File: src/rtl/pipe_stage_skid_pkg.sv
// rtl/pipe_stage_skid_pkg.sv - shared state encoding, stage-bundle widths and NOP bundles
package pipe_stage_skid_pkg;

    typedef enum logic [1:0] {
        ST_EMPTY = 2'd0,
        ST_BUSY  = 2'd1,
        ST_FULL  = 2'd2
    } stage_state_e;

    localparam int XLEN       = 32;
    localparam int REG_ADDR_W = 5;

    // Per-boundary bundle widths: pc, aluop, funct3/7, operands, imm, wd, wreg.
    localparam int IF_ID_W  = XLEN + XLEN;
    localparam int ID_EX_W  = XLEN + 4 + 3 + 7 + 3 * XLEN + REG_ADDR_W + 1;
    localparam int EX_MEM_W = XLEN + XLEN + REG_ADDR_W + 1;
    localparam int MEM_WB_W = XLEN + REG_ADDR_W + 1;

    localparam logic [XLEN-1:0]       NOP_INSTR     = 32'h0000_0013;
    localparam logic [REG_ADDR_W-1:0] NOP_REG_ADDR  = '0;
    localparam logic                  WRITE_DISABLE = 1'b0;

    // Bubble encodings: wd = x0 and wreg = 0 in the low bits so a bubble never writes.
    localparam logic [IF_ID_W-1:0]  IF_ID_NOP  = {{XLEN{1'b0}}, NOP_INSTR};
    localparam logic [ID_EX_W-1:0]  ID_EX_NOP  = {{(ID_EX_W-REG_ADDR_W-1){1'b0}}, NOP_REG_ADDR, WRITE_DISABLE};
    localparam logic [EX_MEM_W-1:0] EX_MEM_NOP = {{(EX_MEM_W-REG_ADDR_W-1){1'b0}}, NOP_REG_ADDR, WRITE_DISABLE};
    localparam logic [MEM_WB_W-1:0] MEM_WB_NOP = {{(MEM_WB_W-REG_ADDR_W-1){1'b0}}, NOP_REG_ADDR, WRITE_DISABLE};

endpackage

File: src/rtl/pipe_stage_skid_sat_counter.sv
// rtl/pipe_stage_skid_sat_counter.sv - saturating event counter for perf debug
// Ports: clk; clr (sync clear, highest priority); inc (count this edge); count (CNT_W, stops at all-ones).
module sat_counter #(
    parameter int CNT_W = 16
) (
    input  logic             clk,
    input  logic             clr,
    input  logic             inc,
    output logic [CNT_W-1:0] count
);

    always_ff @(posedge clk) begin
        if (clr) begin
            count <= '0;
        end else if (inc && (count != {CNT_W{1'b1}})) begin
            count <= count + CNT_W'(1);
        end
    end

endmodule

File: src/rtl/pipe_stage_skid.sv
// rtl/pipe_stage_skid.sv - valid/ready pipeline stage with 2-entry skid, flush and back-pressure counter
// Ports: clk, rst (sync, active-high); flush; in_valid/in_ready/in_data upstream;
//        out_valid/out_ready/out_data downstream; bp_cnt counts stalled-output cycles.
module pipe_stage_skid
    import pipe_stage_skid_pkg::*;
#(
    parameter int                DATA_W    = 64,
    parameter logic [DATA_W-1:0] NOP_VALUE = {DATA_W{1'b0}},
    parameter int                CNT_W     = 16
) (
    input  logic              clk,
    input  logic              rst,
    input  logic              flush,
    input  logic              in_valid,
    output logic              in_ready,
    input  logic [DATA_W-1:0] in_data,
    output logic              out_valid,
    input  logic              out_ready,
    output logic [DATA_W-1:0] out_data,
    output logic [CNT_W-1:0]  bp_cnt
);

    stage_state_e      state_q, state_d;
    logic [DATA_W-1:0] main_q, main_d;
    logic [DATA_W-1:0] skid_q, skid_d;

    // Both handshake outputs decode registered state only, so ready never
    // depends combinationally on out_ready.
    assign in_ready  = (state_q != ST_FULL);
    assign out_valid = (state_q != ST_EMPTY);
    assign out_data  = main_q;

    always_comb begin
        state_d = state_q;
        main_d  = main_q;
        skid_d  = skid_q;
        case (state_q)
            ST_EMPTY: begin
                if (in_valid) begin
                    main_d  = in_data;
                    state_d = ST_BUSY;
                end
            end
            ST_BUSY: begin
                if (in_valid && out_ready) begin
                    main_d = in_data;
                end else if (in_valid) begin
                    skid_d  = in_data;
                    state_d = ST_FULL;
                end else if (out_ready) begin
                    main_d  = NOP_VALUE;
                    state_d = ST_EMPTY;
                end
            end
            ST_FULL: begin
                if (out_ready) begin
                    main_d  = skid_q;
                    skid_d  = NOP_VALUE;
                    state_d = ST_BUSY;
                end
            end
            default: begin
                main_d  = NOP_VALUE;
                skid_d  = NOP_VALUE;
                state_d = ST_EMPTY;
            end
        endcase
        // Flush drops everything, including a payload offered on this edge.
        if (flush) begin
            main_d  = NOP_VALUE;
            skid_d  = NOP_VALUE;
            state_d = ST_EMPTY;
        end
    end

    always_ff @(posedge clk) begin
        if (rst) begin
            state_q <= ST_EMPTY;
            main_q  <= NOP_VALUE;
            skid_q  <= NOP_VALUE;
        end else begin
            state_q <= state_d;
            main_q  <= main_d;
            skid_q  <= skid_d;
        end
    end

    sat_counter #(
        .CNT_W (CNT_W)
    ) u_bp_cnt (
        .clk   (clk),
        .clr   (rst),
        .inc   (out_valid & ~out_ready),
        .count (bp_cnt)
    );

endmodule

File: config.mk
export PLATFORM = sky130hd
export DESIGN_NAME = pipe_stage_skid
export DESIGN_NICKNAME = d
export VERILOG_FILES = /design/src/rtl/pipe_stage_skid_pkg.sv /design/src/rtl/pipe_stage_skid_sat_counter.sv /design/src/rtl/pipe_stage_skid.sv
export SDC_FILE = /design/constraint.sdc
export NUM_CORES = 1
export LEC_CHECK = 0
export ABC_AREA = 1
export CAP_MARGIN = 20
export CORE_UTILIZATION = 47
export DETAILED_ROUTE_END_ITERATION = 6
export MAX_ROUTING_LAYER = met4
export PLACE_DENSITY = 0.8
export SYNTH_ARGS = -nofsm -noshare
export SYNTH_HDL_FRONTEND = slang
export SYNTH_SLANG_ARGS = --single-unit
export TNS_END_PERCENT = 20
File: constraint.sdc
create_clock -name clk -period 2.2 [get_ports clk]
set_input_delay 0.55 -clock clk [delete_from_list [all_inputs] [get_ports clk]]
set_output_delay 0.55 -clock clk [all_outputs]
set_load 0.005 [all_outputs]
Yosys cells after proc, flatten, opt, wreduce, memory -nomap -nowiden
Index checks and enable logic that the tools add are counted.
{ "classes": {"addsub": 1, "eq_ne": 11, "n_mux": 14, "bitwise_logic": 3, "reduce_logical": 8} }
{ "ops": {"columns": ["cell", "count"], "rows": [
  ["64-bit 2-to-1 mux", 6],
  ["64-bit case mux with 3 select lines", 2],
  ["16-bit by 1-bit adder with 16-bit output (second input constant)", 1],
  ["16-bit inequality test (second input constant)", 1],
  ["4-bit AND reduction", 3],
  ["2-bit 2-to-1 mux", 5],
  ["2-bit inequality test (second input constant)", 5],
  ["3-bit inequality test (second input constant)", 3],
  ["2-bit case mux with 3 select lines", 1],
  ["2-bit by 1-bit equality test with 1-bit output (second input constant)", 1],
  ["2-bit equality test (second input constant)", 1],
  ["1-bit logical AND", 2],
  ["2-bit logical NOT", 1],
  ["1-bit NOT", 2],
  ["2-bit nonzero test", 1],
  ["2-bit OR reduction", 1],
  ["1-bit AND", 1]
]} }
{ "word_totals": {"register_bits": 146, "inputBits": 69, "out_inout_bits": 82} }

Depth between registers and ports, before layout
{ "logic_depth": {"ltp_word": 4, "depth_mapped": 11} }

Cells and area by module
A second synthesis with hierarchy kept.
{ "unflattened": {"cells_unflattened": 1279, "hier_area_um2": 7602.3} }
{ "by_module_without_submodules": {"columns": ["mod", "n_inst", "cells_each", "area_each_um2", "seq_area_each_um2"], "rows": [
  ["pipe_stage_skid", 1, 1130, 6672.6, 2602.5],
  ["sat_counter", 1, 149, 929.6, 320.3]
]} }

Least setup slack after synthesis
Ideal clock, no wire load.
{ "synth_timing": {"kind": "input to register", "start": "in in_valid", "end": "reg main_q[0], in the netlist out_data[0]", "setup_ps": 132, "t_arrival_ps": 1436, "setup_slack_ps": 631, "stages": 10, "path_cell_list": "nand2_1 > inv_1 > o21ai_2 > inv_1 > buf_2 > buf_2 > nand2_1 > nand2_1 > nand2_1 > a21oi_1"} }
{ "synth_between": {"elab_chain_len": 3, "elab_cells_between_ends": 7, "classes_between": "eq/ne: 3; mux: 2; reduce/logical: 2"} }
{ "synth_rtl": {"columns": ["item", "line", "text"], "rows": [
  ["start: declaration", "pipe_stage_skid.sv:14", "input logic in_valid,"],
  ["1-bit logical AND", "pipe_stage_skid.sv:45", "if (in_valid && out_ready) begin"],
  ["3-bit inequality test (no line) or 64-bit 2-to-1 mux (tied branches)", null, null],
  ["4-bit AND reduction (no line) or 64-bit case mux with 3 select lines (tied branches)", null, null],
  ["end signal: assignment", "pipe_stage_skid.sv:83", "main_q <= main_d;"],
  ["end: declaration", "pipe_stage_skid.sv:24", "logic [DATA_W-1:0] main_q, main_d;"]
]} }
Several ways; a longest one is shown, not always the timed one.
A chain may end at the register's enable or synchronous reset.

Final worst setup path
{ "layout_timing": {"start": "reg state_q[1]", "end": "out in_ready"} }
{ "layout_between": {"elab_chain_len": 1} }
{ "layout_rtl": {"columns": ["item", "line", "text"], "rows": [
  ["start: declaration", "pipe_stage_skid.sv:23", "stage_state_e state_q, state_d;"],
  ["start signal: assignment", "pipe_stage_skid.sv:82", "state_q <= state_d;"],
  ["2-bit inequality test", "pipe_stage_skid.sv:29", "assign in_ready = (state_q != ST_FULL);"],
  ["end: declaration", "pipe_stage_skid.sv:15", "output logic in_ready,"]
]} }
No other way between the ends.

==> impl_metrics.json <==
{
  "outcome": "complete, no violations",
  "area_growth_pct": 36.9,
  "cts_setup_buffers": 0,
  "path_buf_inv": 3,
  "routed_wl_mm": 17.1,
  "io_buffers": 150,
  "dp_hpwl_mm": 10.8,
  "grt_max_degree": 65,
  "clk_latency_ns": 0.42,
  "peakVddDrop_mv": 0.550,
  "finalSetupTns_ns": 0,
  "synth_top_area_cell": "dfxtp_1",
  "drive_above_1_share_pct": 5.98,
  "slew_viol_final": 0,
  "yosysSeqAreaShare_pct": 46.1,
  "cpMostUsedCell": "inv_1",
  "numCtsBuffers": 17,
  "synth-seq-cells": 146,
  "syn_inst": 961,
  "comb_power_share_pct": 10.4,
  "clockPowerShare_pct": 46.9,
  "r2r_end": "u_bp_cnt.count[15]",
  "wire_per_inst_microns": 13.4,
  "holdCritPathClass": "register to register",
  "nFillCells": 1184,
  "critical_path_class": "register to output port",
  "clk_pin_slew_ns": 0.06,
  "synth.area.top_cells": "dfxtp_1 (46%), nand2_1 (22%), a21oi_1 (9.8%)",
  "regToRegSetupSlack_ns": 0.42,
  "dr_total_vias": 6542,
  "min_to": "out_data[6]",
  "cts.sinks": 146,
  "most-common-layout-cells": "nand2_1 (364), clkdlybuf4s50_1 (150), dfxtp_1 (144)",
  "overflow": 0,
  "worstPathMaxFanout": 5,
  "drtAntennaViolNets": 0,
  "swShare_pct": 23.0,
  "antenna_found_initial": 0,
  "drt_iter0_markers": 554,
  "p_int_mw": 4.93,
  "synth_warnings": 0,
  "cp_data_arrival_time_ns": 1.57,
  "io_pins": 151,
  "final_area_sq_um": 8680,
  "path_cells": "inv_1 -> nor2_4 -> inv_1 -> clkdlybuf4s50_1",
  "fin_skew_ns": 0.00800,
  "worst_pin_slew_ns": 0.714,
  "dr.pass1.iters": 5,
  "p_per_area_nw_per_um2": 737,
  "synthDominantCellAreaShare_pct": 46.1,
  "p_sw_mw": 1.47,
  "diodes": 0,
  "fin_ws_ns": 0.0816,
  "multiInputGateArea_sq_um": 3010,
  "die_w_microns": 118,
  "drc_errors": 0,
  "relSlewSlack_pct": 52.4,
  "cp-end-kind": "output port",
  "grt_pass1_wl_mm": 28.4,
  "slowest_stage": "clkdlybuf4s50_1",
  "worstSetupStartpointType": "register",
  "cp_top_family": "buffers and inverters",
  "placed_area_sq_um": 8070,
  "p_leak_nw": 3.51,
  "power_frac_seq_pct": 42.8,
  "syn-num-nets": 1031,
  "synth_area_sq_um": 6340,
  "die_h_microns": 118,
  "hold_start": "out_data[6]",
  "worstReg2RegStart": "u_bp_cnt.count[0]",
  "cts_tree": "built",
  "ys_types": 20,
  "max_freq_ghz": 0.472,
  "avgSynthCellArea_sq_um": 6.60,
  "rsz0062_at_grt": "false",
  "drv_cap": 0,
  "wl_met2_mm": 8.12,
  "place_congestion": 0.850,
  "ff_latch_area_sq_um": 2930,
  "cts_buffer_depth": 2,
  "mostFrequentLayoutCell": "nand2_1",
  "grt_pass1_vias": 5909,
  "coreArea_sq_um": 13200,
  "cpPeakStageDelay_ns": 0.46,
  "via_per_inst": 5.11,
  "initial_utilization_pct": 48.1,
  "grt_usage_pct": 25.8,
  "wl_met1_mm": 7.83,
  "cts_root_buffer": "clkbuf_16",
  "dp_slack_ns": 0.0758,
  "route.met3.wl_microns": 948,
  "ctsHtreeMaxLevel": 4,
  "hold_viol": 0,
  "top_layer": "met4",
  "final.period_utilization_pct": 96.3,
  "die_area_sq_um": 14000,
  "layout_min_cycle_time_ns": 2.12,
  "hold_buffers": 0,
  "num-nets-final": 1162,
  "hold_path_depth": 2,
  "crit_required_ns": 1.65,
  "setup_viol": 0,
  "ff2ff_path_depth": 8,
  "row_count": 42
}
[worst min-delay path: stages (launching register included)]
cell and delay [ns]:
dfxtp_1 0.31, nand2_1 0.06, a21oi_1 0.05
[metrics by stage]
stage	power, mW	utilization [%]	hold WS [ns]	cells
detailed placement	3.46	61.2	0.454	1249
finish	6.40	65.8	0.461	1280
global placement	3.45	61.2	0.450	1249
CTS	6.44	65.8	0.463	1280
floorplan	3.11	-	0.444	961
global route	6.64	65.8	0.473	1280
[timing repair]
action	in CTS	in global routing
resized for setup	1	2
pin swaps	0	0
endpoints found under the hold margin	0	0
setup endpoints to repair	2	1
[power groups by stage]
stage,combinational [mW],clock (mW),sequential [mW]
floorplan,0.316,0,2.79
global placement,0.658,0,2.79
detailed placement,0.662,0,2.79
CTS,0.667,3.04,2.74
global route,0.732,3.17,2.74
finish,0.664,3.00,2.74
[registers in the layout, indices dropped and copies added (netlist names)]
name and count:
skid_q 64, state_q 2, u_bp_cnt.count 16, out_data 64
[cell usage after synthesis]
cell,instances
nand4_1,1
inv_2,3
nor3_1,4
o21ai_2,1
nand2_2,1
inv_1,39
a211oi_1,2
buf_1,1
a21oi_1,124
o21ai_1,6
nand2_1,366
o21ai_0,51
nor2_1,114
clkbuf_1,34
buf_2,18
nand3_1,40
ha_1,1
dfxtp_1,146
a31oi_1,1
buf_4,8
[worst max-delay path by stage]
stage,start,end,cells past startpoint
after floorplan,in_valid,out_data[0],10
after global placement,in_valid,out_data[37],10
after detailed placement,out_ready,out_data[29],10
after CTS,state_q[0],out_valid,3
after global routing,state_q[1],in_ready,4
final,state_q[1],in_ready,4
[cells by family after synthesis]
kind of cell               count (synthesis)  share of synthesized area (%)
buffers and inverters                    103                           6.92
DFF                                      146                           46.1
AOI/OAI and AO/OA                        185                           14.8
adders and majority gates                  1                          0.197
and+or+nand+nor                          526                           32.1
[per-layer routing]
metal / track usage (%) / vias to the layer above
li1: - / 3304
met1: 32.8 / 3020
met2: 41.2 / 201
met3: 5.07 / 17
met4: 8.57 / 0
met5: - / -
[area by class of cell]
| class | instances | share of cell area [%] |
|---|---|---|
| Clock inverter | 11 | 1.86 |
| Multi-Input combinational cell | 712 | 34.7 |
| Timing Repair Buffer | 173 | 20.3 |
| Sequential cell | 146 | 33.7 |
| Clock buffer | 20 | 5.14 |
| Inverter | 42 | 1.82 |
| Tap cell | 176 | 2.54 |
Note: power is estimated with default switching activity, not from simulation.
